==> src/rtl/dac_scale_ramp_if.sv <==
// Simple AXI-Stream style handshake bundle: valid/ready plus a data word.
// The Master_Simple side drives data and valid; the Slave_Simple side drives ready.
interface Axis_If #(
  parameter int WIDTH = 8
);
  logic             valid;
  logic             ready;
  logic [WIDTH-1:0] data;

  modport Master_Simple (
    output valid,
    output data,
    input  ready
  );

  modport Slave_Simple (
    input  valid,
    input  data,
    output ready
  );
endinterface

==> src/rtl/dac_scale_ramp.sv <==
// Steps the DAC prescaler scale factor toward a commanded target gain,
// one bounded step per interval, so amplitude changes stay gradual.
module dac_scale_ramp #(
  parameter int SCALE_WIDTH    = 18,
  parameter int STEP_WIDTH     = 18,
  parameter int INTERVAL_WIDTH = 16,
  parameter logic signed [SCALE_WIDTH-1:0] RESET_SCALE = 18'sh10000
) (
  input  logic          clk,
  input  logic          reset,
  Axis_If.Slave_Simple  ramp_cfg,
  Axis_If.Master_Simple scale_factor,
  output logic          busy,
  output logic          ramp_done
);

  localparam int DW = SCALE_WIDTH + 1;
  localparam int CW = ((DW > STEP_WIDTH) ? DW : STEP_WIDTH) + 1;

  localparam logic [1:0] INIT = 2'd0;
  localparam logic [1:0] IDLE = 2'd1;
  localparam logic [1:0] EMIT = 2'd2;
  localparam logic [1:0] WAIT = 2'd3;

  typedef logic signed [SCALE_WIDTH-1:0] scale_t;
  typedef logic [STEP_WIDTH-1:0]         step_t;
  typedef logic [INTERVAL_WIDTH-1:0]     ivl_t;

  // The +/- step result lies strictly between cur and tgt, so it fits.
  function automatic scale_t step_toward(
    input scale_t cur,
    input scale_t tgt,
    input step_t  stp
  );
    logic signed [DW-1:0] diff;
    logic [CW-1:0]        mag;
    diff = DW'(tgt) - DW'(cur);
    mag  = CW'($unsigned(diff[DW-1] ? -diff : diff));
    if (stp == '0 || mag <= CW'(stp))
      return tgt;
    if (diff[DW-1])
      return cur - scale_t'(stp);
    return cur + scale_t'(stp);
  endfunction

  logic [1:0] state;
  scale_t     current;
  scale_t     next_q;
  scale_t     target;
  step_t      step;
  ivl_t       interval;
  ivl_t       cnt;
  logic       done;

  scale_t c_target;
  step_t  c_step;
  ivl_t   c_interval;
  scale_t cmd_next;
  scale_t wait_next;
  scale_t emit_next;
  logic   cfg_fire;
  logic   sf_fire;

  assign c_target   = ramp_cfg.data[SCALE_WIDTH-1:0];
  assign c_step     = ramp_cfg.data[SCALE_WIDTH +: STEP_WIDTH];
  assign c_interval = ramp_cfg.data[SCALE_WIDTH+STEP_WIDTH +: INTERVAL_WIDTH];

  assign cmd_next  = step_toward(current, c_target, c_step);
  assign wait_next = step_toward(current, target, step);
  assign emit_next = step_toward(next_q, target, step);

  assign ramp_cfg.ready     = (state == IDLE) || (state == WAIT);
  assign scale_factor.valid = (state == INIT) || (state == EMIT);
  assign scale_factor.data  = next_q;
  assign busy               = (state != IDLE);
  assign ramp_done          = done;

  assign cfg_fire = ramp_cfg.valid && ramp_cfg.ready;
  assign sf_fire  = scale_factor.valid && scale_factor.ready;

  // WAIT lasts interval-1 cycles so the next valid lands interval cycles
  // after the handshake; intervals of 0 or 1 chain EMIT directly.
  always_ff @(posedge clk) begin
    if (reset) begin
      state    <= INIT;
      current  <= RESET_SCALE;
      next_q   <= RESET_SCALE;
      target   <= RESET_SCALE;
      step     <= '0;
      interval <= '0;
      cnt      <= '0;
      done     <= 1'b0;
    end else begin
      done <= 1'b0;
      unique case (state)
        INIT: begin
          if (sf_fire) begin
            current <= next_q;
            state   <= IDLE;
          end
        end
        IDLE: begin
          if (cfg_fire) begin
            target   <= c_target;
            step     <= c_step;
            interval <= c_interval;
            if (c_target != current) begin
              next_q <= cmd_next;
              state  <= EMIT;
            end
          end
        end
        EMIT: begin
          if (sf_fire) begin
            current <= next_q;
            if (next_q == target) begin
              done  <= 1'b1;
              state <= IDLE;
            end else if (interval <= ivl_t'(1)) begin
              next_q <= emit_next;
            end else begin
              cnt   <= interval - ivl_t'(2);
              state <= WAIT;
            end
          end
        end
        WAIT: begin
          if (cfg_fire) begin
            target   <= c_target;
            step     <= c_step;
            interval <= c_interval;
            if (c_target == current) begin
              state <= IDLE;
            end else begin
              next_q <= cmd_next;
              state  <= EMIT;
            end
          end else if (cnt == '0) begin
            next_q <= wait_next;
            state  <= EMIT;
          end else begin
            cnt <= cnt - ivl_t'(1);
          end
        end
        default: state <= INIT;
      endcase
    end
  end

endmodule

==> src/flat_wrapper.sv <==
// flat-port wrapper written by rule: the top's interface ports become plain ports
module dac_scale_ramp_flat 
#(
  parameter int SCALE_WIDTH    = 18,
  parameter int STEP_WIDTH     = 18,
  parameter int INTERVAL_WIDTH = 16,
  parameter logic signed [SCALE_WIDTH-1:0] RESET_SCALE = 18'sh10000
)
  (clk, reset, busy, ramp_done, ramp_cfg_valid, ramp_cfg_data, ramp_cfg_ready, scale_factor_valid, scale_factor_data, scale_factor_ready);
  Axis_If #(.WIDTH(52)) ramp_cfg_i ();
  Axis_If #(.WIDTH(18)) scale_factor_i ();
  input  logic clk;
  input  logic reset;
  output logic busy;
  output logic ramp_done;
  input wire logic [$bits(ramp_cfg_i.valid)-1:0] ramp_cfg_valid;
  input wire logic [$bits(ramp_cfg_i.data)-1:0] ramp_cfg_data;
  output wire logic [$bits(ramp_cfg_i.ready)-1:0] ramp_cfg_ready;
  output wire logic [$bits(scale_factor_i.valid)-1:0] scale_factor_valid;
  output wire logic [$bits(scale_factor_i.data)-1:0] scale_factor_data;
  input wire logic [$bits(scale_factor_i.ready)-1:0] scale_factor_ready;
  assign ramp_cfg_i.valid = ramp_cfg_valid;
  assign ramp_cfg_i.data = ramp_cfg_data;
  assign ramp_cfg_ready = ramp_cfg_i.ready;
  assign scale_factor_valid = scale_factor_i.valid;
  assign scale_factor_data = scale_factor_i.data;
  assign scale_factor_i.ready = scale_factor_ready;
  dac_scale_ramp #(.SCALE_WIDTH(SCALE_WIDTH), .STEP_WIDTH(STEP_WIDTH), .INTERVAL_WIDTH(INTERVAL_WIDTH), .RESET_SCALE(RESET_SCALE)) u_core (.clk(clk), .reset(reset), .ramp_cfg(ramp_cfg_i), .scale_factor(scale_factor_i), .busy(busy), .ramp_done(ramp_done));
endmodule
==> config.mk <==
export PLATFORM = sky130hd
export DESIGN_NAME = dac_scale_ramp_flat
export DESIGN_NICKNAME = d
export VERILOG_FILES = /design/src/rtl/dac_scale_ramp_if.sv /design/src/rtl/dac_scale_ramp.sv /design/src/flat_wrapper.sv
export SDC_FILE = /design/constraint.sdc
export NUM_CORES = 1
export LEC_CHECK = 0
export CORE_AREA = 5 5 194 196
export DETAILED_ROUTE_END_ITERATION = 10
export DIE_AREA = 0 0 199 201
export PLACE_DENSITY = 0.53
export REMOVE_ABC_BUFFERS = 1
export SKIP_CTS_REPAIR_TIMING = 1
export SYNTH_ARGS = -nofsm -noshare
export SYNTH_HDL_FRONTEND = slang
export SYNTH_SLANG_ARGS = --single-unit
==> constraint.sdc <==
create_clock -name clk -period 12.7 [get_ports clk]
set_input_delay 2.54 -clock clk [delete_from_list [all_inputs] [get_ports clk]]
set_output_delay 2.54 -clock clk [all_outputs]
set_load 0.005 [all_outputs]
# Word level (Yosys, flattened, before mapping)
# Cells that the tools add are included.
# totals
word_cells,118
output_inout_bits,22
inputBits,56
reg_bits,107
# classes
magnitude_cmp,4
n_mux,50
n_reduce_logical,21
n_eq_ne,19
n_addsub,14
n_bitwise,2
# ops
cell,count
2-to-1 mux 18 bit,20
2-to-1 mux 16 bit,5
<= comparator 19 x 18 -> 1 bit,3
2-to-1 mux 19 bit,3
negator 19 bit,3
subtractor 18 x 18 -> 19 bit,3
adder 18 bit,3
one-hot mux 18 bit (3 select lines),1
subtractor 18 bit,3
== test 18 bit,2
zero test 18 bit,2
one-hot mux 16 bit (2 select lines),1
2-to-1 mux 2 bit,9
!= test 18 bit,1
"<= comparator 16 x 1 -> 1 bit, second input constant",1
zero test 16 bit,1
"subtractor 16 x 1 -> 16 bit, second input constant",1
"subtractor 16 x 2 -> 16 bit, second input constant",1
"!= test 2 bit, second input constant",6
AND reduction 6 bit,2
2-to-1 mux 1 bit,10
"!= test 2 x 1 -> 1 bit, second input constant",4
one-hot mux 2 bit (4 select lines),1
AND reduction 8 bit,1
13 further kinds,23

# Longest topological paths before layout
# depth
depth_word,13
depth_mapped,27
ltp_nobuf,25

# Worst setup path after synthesis
# Ideal clock, no wire load.
# synth_timing
kind,input port to flip-flop
startpoint,input ramp_cfg_data[0]
endpoint,"register u_core.next_q[6], in the netlist u_core.scale_factor.data[6]"
cell_stages,24
arrival_time_ps,6771
path_slack_ps,5869
setup_ps,59
path_buffers,1
required_time_ps,12641
cell_sequence,inv_1 ha_1 inv_1 fa_1 a211oi_1 o21bai_1 a21oi_1 xnor2_1 nor4_2 and4bb_1 nor2_1 xor2_1 ha_1 a21o_1 a21oi_1 o21ai_0 a211oi_1 a21oi_1 a31oi_1 or2_0 clkbuf_1 nor2_1 a2111oi_0 a22o_1
# synth_between
elab_chain_cells,10
word_cells_on_any_way,21
cone_classes,add/sub (2); order compare (1); eq/ne (4); mux (12); reduce/logical (2)
# synth_rtl
item,line,rtl
from (decl),flat_wrapper.sv:17,input wire logic [$bits(ramp_cfg_i.data)-1:0] ramp_cfg_data;
subtractor 18 x 18 -> 19 bit,dac_scale_ramp.sv:37,diff = DW'(tgt) - DW'(cur);
negator 19 bit,dac_scale_ramp.sv:38,mag = CW'($unsigned(diff[DW-1] ? -diff : diff));
2-to-1 mux 19 bit,dac_scale_ramp.sv:38,
<= comparator 19 x 18 -> 1 bit,dac_scale_ramp.sv:39,if (stp == '0 || mag <= CW'(stp))
logical OR 1 bit,dac_scale_ramp.sv:39,
2-to-1 mux 1 bit,dac_scale_ramp.sv:39,
2-to-1 mux 18 bit,dac_scale_ramp.sv:41,if (diff[DW-1])
2-to-1 mux 18 bit (on tied branches),"dac_scale_ramp.sv:132, dac_scale_ramp.sv:107",
2-to-1 mux 18 bit (on tied branches),"dac_scale_ramp.sv:128, dac_scale_ramp.sv:103",
one-hot mux 18 bit (3 select lines),dac_scale_ramp.sv:95,unique case (state)
to (signal assigned),dac_scale_ramp.sv:108,next_q <= cmd_next;
to (signal assigned),dac_scale_ramp.sv:135,next_q <= cmd_next;
to (signal assigned),dac_scale_ramp.sv:139,next_q <= wait_next;
to (decl),dac_scale_ramp.sv:48,scale_t next_q;
# Several ways; a longest one is shown, not always the timed one. The select of a mux whose other input is x is not followed.
# A chain may end at the register's enable or synchronous reset.

# Worst setup path in the final report
# layout_timing
startpoint,input ramp_cfg_data[0]
endpoint,"register u_core.next_q[11], in the netlist u_core.scale_factor.data[11]"
# The elaborated chain is that of the path after synthesis.

==> results list <==
* Maximum buffer depth of the clock tree: 2
- Setup repair after global routing left no endpoint under its margin.
* Via count of the routed design: 13,900
* Global-route wire length before repair: 76,300 µm
- The floorplan step defined a die boundary enclosing 0.0400 mm².
- Clock-pin slew was measured on the worst setup and hold paths at 0.08 ns.
- Endpoint type of the worst setup path: flip-flop
- Number of remaining DRC errors: 0
- CP max stage cell: sky130_fd_sc_hd__a2111oi_0
- Number of slew-limit violations in the final report: 0
- Adding up every negative setup slack in the final design gives 0 ns.
- Gr ovfl total: 0
* Leading cell type in the layout, fill and taps excluded: sky130_fd_sc_hd__nand2_1
* Vias in the first global route: 13,500
- Once the floorplan was initialized, standard cells occupied 39.0% of the core.
* Placer Congestion: 0.941
- In this run, CTS created clock tree buffers numbering 9.
- After synthesis, the cell types taking the most area are sky130_fd_sc_hd__dfxtp_1 (15%), sky130_fd_sc_hd__ha_1 (15%), sky130_fd_sc_hd__xnor2_1 (8.5%), sky130_fd_sc_hd__nand2_1 (6.7%), sky130_fd_sc_hd__a21oi_1 (5.9%).
- After synthesis the cells add up to 0.0140 mm².
* Final worst path period need: 7.93 ns
- Area added between synthesis and finish: 10.5%
- The flow ran to the end, and the final reports show no timing, DRC or antenna violations.
- The wire-length estimate of the detail-placed layout is 40,600 µm.
- Counting the fill cells in the layout gives 3,774.
- Using the TritonRoute via totals, the vias-per-cell ratio works out to 5.73.
- Overall track demand over capacity in global routing: 24.1%
* Max capacitance violation total: 0
- Static timing analysis puts the maximum clock frequency at 126 MHz.
* Launch point of the worst reg-to-reg path: u_core.target[0]$_SDFFE_PP0P_
* Post-synth EDFFs: 0
- Measured along the y axis, the die boundary spans 201 µm.
- After detailed routing, the wire length on met1 is 22,900 µm.
* Seq cells post-synth: 107
- Worst path max stage delay: 0.46 ns
- Inserted Diodes: 0
- Summed over all instances, the cell type with the most area after synthesis is sky130_fd_sc_hd__dfxtp_1.
- Length of routed met2 wiring: 22,700 µm
* Worst hold path type: flip-flop to flip-flop
- The critical path contains buffers and inverters numbering 5 combined.
* Number of nets with antenna violations after routing: 0
* Final routed wirelength across all metal layers: 49,000 µm
- Input and output buffers added on the ports amount to 77.
* CP delay by family, top: compound AO/OA/AOI/OAI gates
- The worst setup path is launched from a primary input.
- In this run the tightest slew margin relative to its limit is 28.9%.
- Required time at the endpoint of the critical path: 13.01 ns
* Drt first-iter violations: 1,095
- For the pin with the worst max-slew slack, the measured transition is 1.07 ns.
- Along the worst path, the maximum fanout reaches 22.
- Area taken by flip-flops and latches: 0.00214 mm²
- Most frequent cells in the layout: sky130_fd_sc_hd__nand2_1 (250), sky130_fd_sc_hd__nor2_1 (169), sky130_fd_sc_hd__ha_1 (166)
* Commonest register cell after synthesis: sky130_fd_sc_hd__dfxtp_1
- Summing all multi-input logic gate instances after layout gives 0.0111 mm².
- The floorplan has 70 rows.
* Maximum clock skew at final layout: 0.0128 ns
- The critical path is of the primary input to flip-flop type.
* # clock sinks: 107
- Synthesized instance count: 1,934
* Clock root buffer master: sky130_fd_sc_hd__clkbuf_16
- Startpoint of the lowest-slack hold path: u_core.interval[0]$_SDFFE_PP0P_
- Detail Route met3 WL: 2220 µm
* H-tree depth reported by CTS: 3
- Entering global routing, the biggest net connects 67 pins.
* Routed length per instance: 20.1 µm
- The first detailed-routing pass ran for 5 iterations.
- Average size of a mapped cell: 7.23 µm²
- Warnings from Yosys: 0
- Data arrives at the worst endpoint at 8.24 ns.
- Fin crit share: 62.5%
- TritonCTS built the clock tree.
- Cells with a size suffix above 1 make up 3.81% of the layout.
- In the final design database the tool counted 2,190 nets.
- The synthesized design devotes to its leading area cell type 15.3% of total area.
* Critical Path Source: ramp_cfg_data[0]
- Highest routing layer actually used: met4
- Count of pins on the block boundary: 78
* Share of synthesized flip-flops with an asynchronous set or reset: 0%
* Placeable core region: 0.0359 mm²
- The number of antenna violations at the first check in global routing is 0.
- Final count of negative-setup-slack endpoints: 0
- Clock latency on the worst-skew pair: 0.37 ns
* Total count of hold-check failures in the final report: 0
- In this run the horizontal extent of the chip is 199 µm.
- The netlist uses 90 different library cells.
* Fraction of the yosys area taken by sequential cells: 15.3%
==> per-stage QoR <==
step / std cells / instance area, µm² / setup slack [ns] / util [%] / hold WS, ns
finish: 2435 / 15500 / 4.77 / 43.1 / 0.460
global route: 2435 / 15500 / 4.27 / 43.1 / 0.495
CTS: 2435 / 15500 / 4.75 / 43.1 / 0.462
detailed placement: 2419 / 15200 / 4.38 / 42.2 / 0.449
global placement: 2419 / 15200 / 4.53 / 42.2 / 0.447
floorplan: 1859 / 13700 / 4.67 / - / 0.430
==> tightest hold or removal path, stage by stage (launching register included) <==
cell and delay, ns:
sky130_fd_sc_hd__dfxtp_1 0.32, sky130_fd_sc_hd__nand2_1 0.05, sky130_fd_sc_hd__a21oi_1 0.05
==> cells in the mapped netlist (5+ instances only) <==
master                      count
sky130_fd_sc_hd__clkbuf_1      63
sky130_fd_sc_hd__nand4_1       21
sky130_fd_sc_hd__mux2i_1       29
sky130_fd_sc_hd__a211oi_1      19
sky130_fd_sc_hd__mux2_1         5
sky130_fd_sc_hd__o211ai_1      19
sky130_fd_sc_hd__a22oi_1       14
sky130_fd_sc_hd__o31a_1         6
sky130_fd_sc_hd__and2_1        14
sky130_fd_sc_hd__fa_1           6
sky130_fd_sc_hd__nand3_1       36
sky130_fd_sc_hd__a21oi_1      166
sky130_fd_sc_hd__o21a_1        29
sky130_fd_sc_hd__inv_1        118
sky130_fd_sc_hd__o41ai_1        5
sky130_fd_sc_hd__o21bai_1       7
sky130_fd_sc_hd__nor4_1        16
sky130_fd_sc_hd__nand2_1      251
sky130_fd_sc_hd__a22o_1         9
sky130_fd_sc_hd__or4_1          6
sky130_fd_sc_hd__a311oi_1       6
sky130_fd_sc_hd__a2111oi_0     14
sky130_fd_sc_hd__o21ai_0      101
sky130_fd_sc_hd__o31ai_1       18
sky130_fd_sc_hd__a21o_1        41
sky130_fd_sc_hd__buf_2          7
sky130_fd_sc_hd__nor3_1        61
sky130_fd_sc_hd__nand2b_1      27
sky130_fd_sc_hd__and3_1        19
sky130_fd_sc_hd__ha_1         166
sky130_fd_sc_hd__nor2b_1       25
sky130_fd_sc_hd__a221oi_1       8
sky130_fd_sc_hd__or3_1         14
sky130_fd_sc_hd__nor2_1       169
sky130_fd_sc_hd__nor3b_1        5
sky130_fd_sc_hd__a31oi_1       31
sky130_fd_sc_hd__xnor2_1      135
sky130_fd_sc_hd__dfxtp_1      107
sky130_fd_sc_hd__xor2_1        46
sky130_fd_sc_hd__o211a_1        5
==> path summary, 6_finish.rpt <==
check / to / slack, ns / cells after the start
setup reg to reg: u_core.scale_factor.data[11]$_SDFFE_PP0P_ / 6.03 / 23
setup / recovery: u_core.scale_factor.data[11]$_SDFFE_PP0P_ / 4.77 / 26
hold reg to reg: u_core.interval[0]$_SDFFE_PP0P_ / 0.46 / 2
hold / removal: u_core.interval[0]$_SDFFE_PP0P_ / 0.46 / 2
==> kinds of logic (layout without fill, tap and decap cells) <==
group	after synthesis	after routing	share of synthesized area, %
adders and majority gates	172	172	15.7
buffers and inverters	193	226	5.45
DFF	107	107	15.3
AOI/OAI and AO/OA	549	549	25.7
xor gates and xnor gates	183	183	11.6
and+or+nand+nor	691	691	23.3
muxes	39	39	2.93
==> metal layers <==
layer	GRT usage, %	vias to the layer above
li1	-	6997
met5	0	-
met2	40.1	342
met4	6.08	0
met1	33.6	6561
met3	2.11	45
==> cell type report <==
cell class	instances	share of cell area [%]
multi-input combinational	1634	71.9
sequential	107	13.9
timing repair buffer	92	5.68
tap	468	3.79
inverter	118	2.86
clock buffer	10	1.55
clock inverter	6	0.348
==> flip-flops by register name, summed over array words and instances, names as in the netlist <==
signal and count:
u_core.scale_factor.data 18, u_core.step 18, u_core.cnt 16, u_core.interval 16, u_core.ramp_done 1, u_core.state 2, u_core.target 18, u_core.current 18
Power is not shown: default switching activity piles up to over one toggle a cycle in this logic, so the estimate is an artifact.
